--- src/rtl/req_arbiter.sv ---
// req_arbiter: 8-way request arbiter with fixed-priority or round-robin
// selection, a one-cycle release gap and an optional hold timeout.
module req_arbiter #(
    parameter int MODE    = 1,
    parameter int TIMEOUT = 8
) (
    input  logic       clk,
    input  logic       rst_n,
    input  logic [7:0] req,
    input  logic       done,
    output logic [7:0] gnt,
    output logic [2:0] gnt_idx,
    output logic       gnt_valid,
    output logic       none_req,
    output logic       timeout
);

    typedef enum logic [1:0] {
        IDLE  = 2'd0,
        GRANT = 2'd1,
        GAP   = 2'd2
    } state_t;

    localparam logic [7:0] TO_LAST =
        (TIMEOUT == 0) ? 8'd0 : 8'(TIMEOUT - 1);
    localparam logic       TO_EN   = (TIMEOUT != 0);

    state_t     state_q;
    logic [7:0] gnt_q;
    logic [2:0] idx_q;
    logic       valid_q;
    logic       to_q;
    logic [7:0] hold_q;
    logic [2:0] last_q;

    logic [2:0] win_d;
    logic       expire_d;
    logic       own_req_d;
    logic       release_d;

    // Winner selection: highest index, or descending search after last_q.
    always_comb begin
        logic       found;
        logic [2:0] cand;
        win_d = 3'd0;
        found = 1'b0;
        cand  = 3'd0;
        if (MODE == 0) begin
            for (int i = 0; i < 8; i++) begin
                if (req[i]) win_d = 3'(i);
            end
        end else begin
            for (int k = 0; k < 8; k++) begin
                cand = last_q - 3'(k + 1);
                if (!found && req[cand]) begin
                    win_d = cand;
                    found = 1'b1;
                end
            end
        end
    end

    // Release conditions evaluated while a grant is held.
    always_comb begin
        own_req_d = req[idx_q];
        expire_d  = TO_EN && (hold_q == TO_LAST);
        release_d = done || !own_req_d || expire_d;
    end

    // Arbitration FSM with registered grant outputs.
    always_ff @(posedge clk or negedge rst_n) begin
        if (!rst_n) begin
            state_q <= IDLE;
            gnt_q   <= 8'h00;
            idx_q   <= 3'd0;
            valid_q <= 1'b0;
            to_q    <= 1'b0;
            hold_q  <= 8'd0;
            last_q  <= 3'd0;
        end else begin
            to_q <= 1'b0;
            unique case (state_q)
                IDLE: begin
                    if (|req) begin
                        state_q <= GRANT;
                        gnt_q   <= 8'd1 << win_d;
                        idx_q   <= win_d;
                        valid_q <= 1'b1;
                        last_q  <= win_d;
                        hold_q  <= 8'd0;
                    end
                end
                GRANT: begin
                    if (release_d) begin
                        state_q <= GAP;
                        gnt_q   <= 8'h00;
                        valid_q <= 1'b0;
                        to_q    <= expire_d && !done && own_req_d;
                    end else if (hold_q != 8'hFF) begin
                        hold_q <= hold_q + 8'd1;
                    end
                end
                GAP: begin
                    state_q <= IDLE;
                end
                default: begin
                    state_q <= IDLE;
                end
            endcase
        end
    end

    assign gnt       = gnt_q;
    assign gnt_idx   = idx_q;
    assign gnt_valid = valid_q;
    assign timeout   = to_q;
    assign none_req  = (req == 8'h00);

endmodule

--- config.mk ---
export PLATFORM = sky130hd
export DESIGN_NAME = req_arbiter
export DESIGN_NICKNAME = d
export VERILOG_FILES = /design/src/rtl/req_arbiter.sv
export SDC_FILE = /design/constraint.sdc
export NUM_CORES = 1
export LEC_CHECK = 0
export CAP_MARGIN = 40
export CORE_MARGIN = 3
export CORE_UTILIZATION = 30
export CTS_CLUSTER_DIAMETER = 100
export DETAILED_ROUTE_END_ITERATION = 10
export PLACE_DENSITY = 0.53
export SYNTH_ARGS = -nofsm -noshare
export SYNTH_HDL_FRONTEND = slang
export SYNTH_SLANG_ARGS = --single-unit
--- constraint.sdc ---
create_clock -name clk -period 5.15 [get_ports clk]
set_input_delay 1.545 -clock clk [delete_from_list [all_inputs] [get_ports clk]]
set_output_delay 1.545 -clock clk [all_outputs]
set_load 0.02 [all_outputs]
==> results_dict.tcl <==
set metrics [dict create \
    p_per_area_nw_per_um2 710.6 \
    fin_ws_ns 0.1808 \
    die_area_sq_um 7801 \
    cts_resized 0 \
    synth_cell_types 55 \
    leakage_nw 0.9803 \
    syn_avg_cell_area_sq_um 9.284 \
    critPathRequiredTime_ns 3.61 \
    whs_path_depth 2 \
    yosys_warnings 0 \
    grt_pass1_wl_mm 8.687 \
    clock_latency_ns 0.26 \
    num_antenna_cells 0 \
    reg2reg_to "gnt[1]$_DFFE_PN0P_" \
    ioPinCount 25 \
    postSynth.asyncResetShare_pct 100.0 \
    worst_r2r_path_depth 10 \
    post-route-drc-count 0 \
    cp_cell_sequence "clkdlybuf4s50_1, or4_1, nor2_1, clkdlybuf4s50_1" \
    port_buffers 24 \
    ys_ff_latch 23 \
    syn_area_sq_um 2033 \
    cts_tree "yes" \
    numCtsBuffers 3 \
    ys.flop_type "dfrtp_1" \
    min_period_ns 4.969 \
    cts_setup_buffers 0 \
    rsz0062_at_grt "no" \
    maxSlewHeadroom_pct 50.71 \
    critPathMostFrequentCell "clkdlybuf4s50_1" \
    fin_crit_sh_pct 96.49 \
    clock-root-buffer "clkbuf_8" \
    r2r-start "last_q[0]$_DFFE_PN0P_" \
    cts_buffer_depth 2 \
    wirelength_mm 4.947 \
    critPathMaxFanout 7 \
    drive_gt1_share_pct 15.10 \
    critPathLaunchType "primary input" \
    crit_arrival_ns 3.42 \
    cpPeakStageDelay_ns 0.63 \
    hold_violations 0 \
    fin_util_pct 37.83 \
    vias_per_cell 5.525 \
    overflow 0 \
    status "completed" \
    drtIter0Drc 76 \
    hp-class "flip-flop to flip-flop" \
    worstHoldStart "gnt[7]$_DFFE_PN0P_" \
    grt_pass1_vias 1751 \
    fin_nets 260 \
    finClkSkew_ns 0.007977 \
    peakVddDrop_mv 0.2394 \
    core_sq_um 6459 \
    worstMarginPinSlew_ns 0.7394 \
    start_util_pct 31.48 \
    slew_violations 0 \
    crit_path_end_kind "output pin" \
    holdPathEnd "gnt[7]$_DFFE_PN0P_" \
    crit_buf_inv 2 \
    max_freq_mhz 201.2 \
    routabilityCongestion 0.8805 \
    r2r_slack_ns 1.07 \
    grt_start_max_net_pins 20 \
    preCtsSetupSlack_ns 0.1845 \
    die_x_um 88.33 \
    postRouteAntennaNets 0 \
    die_y_um 88.33 \
    syn_to_final_growth_pct 20.18 \
    clkTransAtPathRegs_ns 0.09 \
    cp_slowest_cell "clkdlybuf4s50_1" \
    critical-path-top-delay-family "buffers and inverters" \
    synth_edf_count 0 \
    dr.pass1.iters 5 \
    hpwl_mm 3.818 \
    setup_viol 0 \
    criticalPathCategory "primary input to output pin" \
    syn_inst 219 \
    antenna_found_initial 0 \
    synth.yosys.seq_area_share_pct 28.31 \
    globalRouteTotalUtil_pct 13.75 \
    via_count 1779 \
    final_cells 322 \
    clock_sinks 23 \
    dp.cells 318 \
    total_power_mw 1.736 \
    htreeDepth 1 \
    synth_fp_nets 233 \
    maxCapViolations 0 \
    tns_ns 0 \
    routedWlPerCell_um 15.36 \
    cts_hold_buffers 0 \
    rows 29 \
]
==> sequential cells by signal (all words and copies together) (netlist names) <==
signal	count
state_q	2
last_q	3
gnt_valid	1
gnt	8
timeout	1
hold_q	8
==> stage by stage <==
step / cell area [sq um] / hold slack [ns]
3_3_place_gp: 2370 / 0.4842
2_1_floorplan: 2033 / 0.4893
4_1_cts: 2444 / 0.5122
6_report: 2444 / 0.5010
3_5_place_dp: 2397 / 0.4918
5_1_grt: 2444 / 0.5381
==> worst reg2reg max path, cell delays in order (launching register included) <==
cell and delay, ns:
dfrtp_1 0.83, inv_2 0.07, ha_1 0.67, mux2_2 0.44
or3_1 0.41, o211a_4 0.19, or3_4 0.41, or3_4 0.42
a22oi_4 0.21, nor3b_2 0.23, a22o_1 0.15
==> cells in the final DEF (no fill, tap or decap), types with 3 or more instances in the layout <==
master and n:
a21oi_1 6, a22o_1 6, buf_4 7, clkbuf_8 3, clkdlybuf4s50_1 24, dfrtp_1 23
ha_1 3, inv_1 9, mux2_1 3, mux2_2 5, mux2_4 3, mux2i_1 12
mux4_2 8, nand2_1 18, nand3_1 7, nor2_1 18, nor3_1 17, nor4_1 3
o21ai_0 4, o21ai_1 6, o31ai_1 3, or3_1 5, or4_1 3, xnor2_1 7
xor2_1 3
==> layout make-up <==
cell class / count / area, sq um
clock buffers: 3 / 41.29
inverters: 11 / 41.29
clock inverters: 1 / 5.005
well taps: 77 / 96.34
fillers: 652 / 4015
repair buffers: 32 / 320.3
multi-input cells: 175 / 1364
flip-flops and latches: 23 / 575.6
==> layer usage <==
layer / wire length, um / global-route usage, %
met1: 2527 / 20.37
met5: 0 / 0
met3: 206 / 2.328
met4: 19 / 1.648
met2: 2194 / 21.69
==> where the power goes <==
| part | leakage [nW] | switching (mW) | total [mW] | internal (mW) |
|---|---|---|---|---|
| logic | 0.649 | 0.737 | 1.33 | 0.589 |
| clock network | 0.0255 | 0.0574 | 0.111 | 0.0540 |
| registers | 0.306 | 0.0757 | 0.299 | 0.223 |
| total | 0.980 | 0.870 | 1.74 | 0.866 |
==> logic make-up after synthesis <==
kind of cell	Yosys count	synth area share (%)
simple gates	86	22.03
compound gates	45	17.48
mux	31	21.42
flops	23	28.31
buf+inv	21	4.615
xor+xnor	10	4.308
fa+ha+maj	3	1.846
==> Yosys cell counts (6+ instances only) <==
cell type | count | area share [%]
nand2_1 | 18 | 3.3
o21ai_1 | 6 | 1.5
mux4_2 | 8 | 8.9
a21oi_1 | 6 | 1.5
dfrtp_1 | 23 | 28
inv_1 | 9 | 1.7
nor2_1 | 18 | 3.3
nor3_1 | 17 | 4.2
xnor2_1 | 7 | 3.0
nand3_1 | 7 | 1.7
a22o_1 | 6 | 2.6
mux2i_1 | 12 | 5.9
==> worst max-delay path by stage <==
stage | from | endpoint | slack (ns) | depth (start not counted)
3_5_place_dp | req[1] | none_req | 0.18 | 4
4_1_cts | req[1] | none_req | 0.16 | 4
6_report | req[1] | none_req | 0.18 | 4
3_3_place_gp | req[1] | none_req | 0.20 | 4
2_1_floorplan | req[5] | none_req | 1.17 | 2
5_1_grt | req[0] | none_req | 0.05 | 4
(Power assumes the default switching activity.)
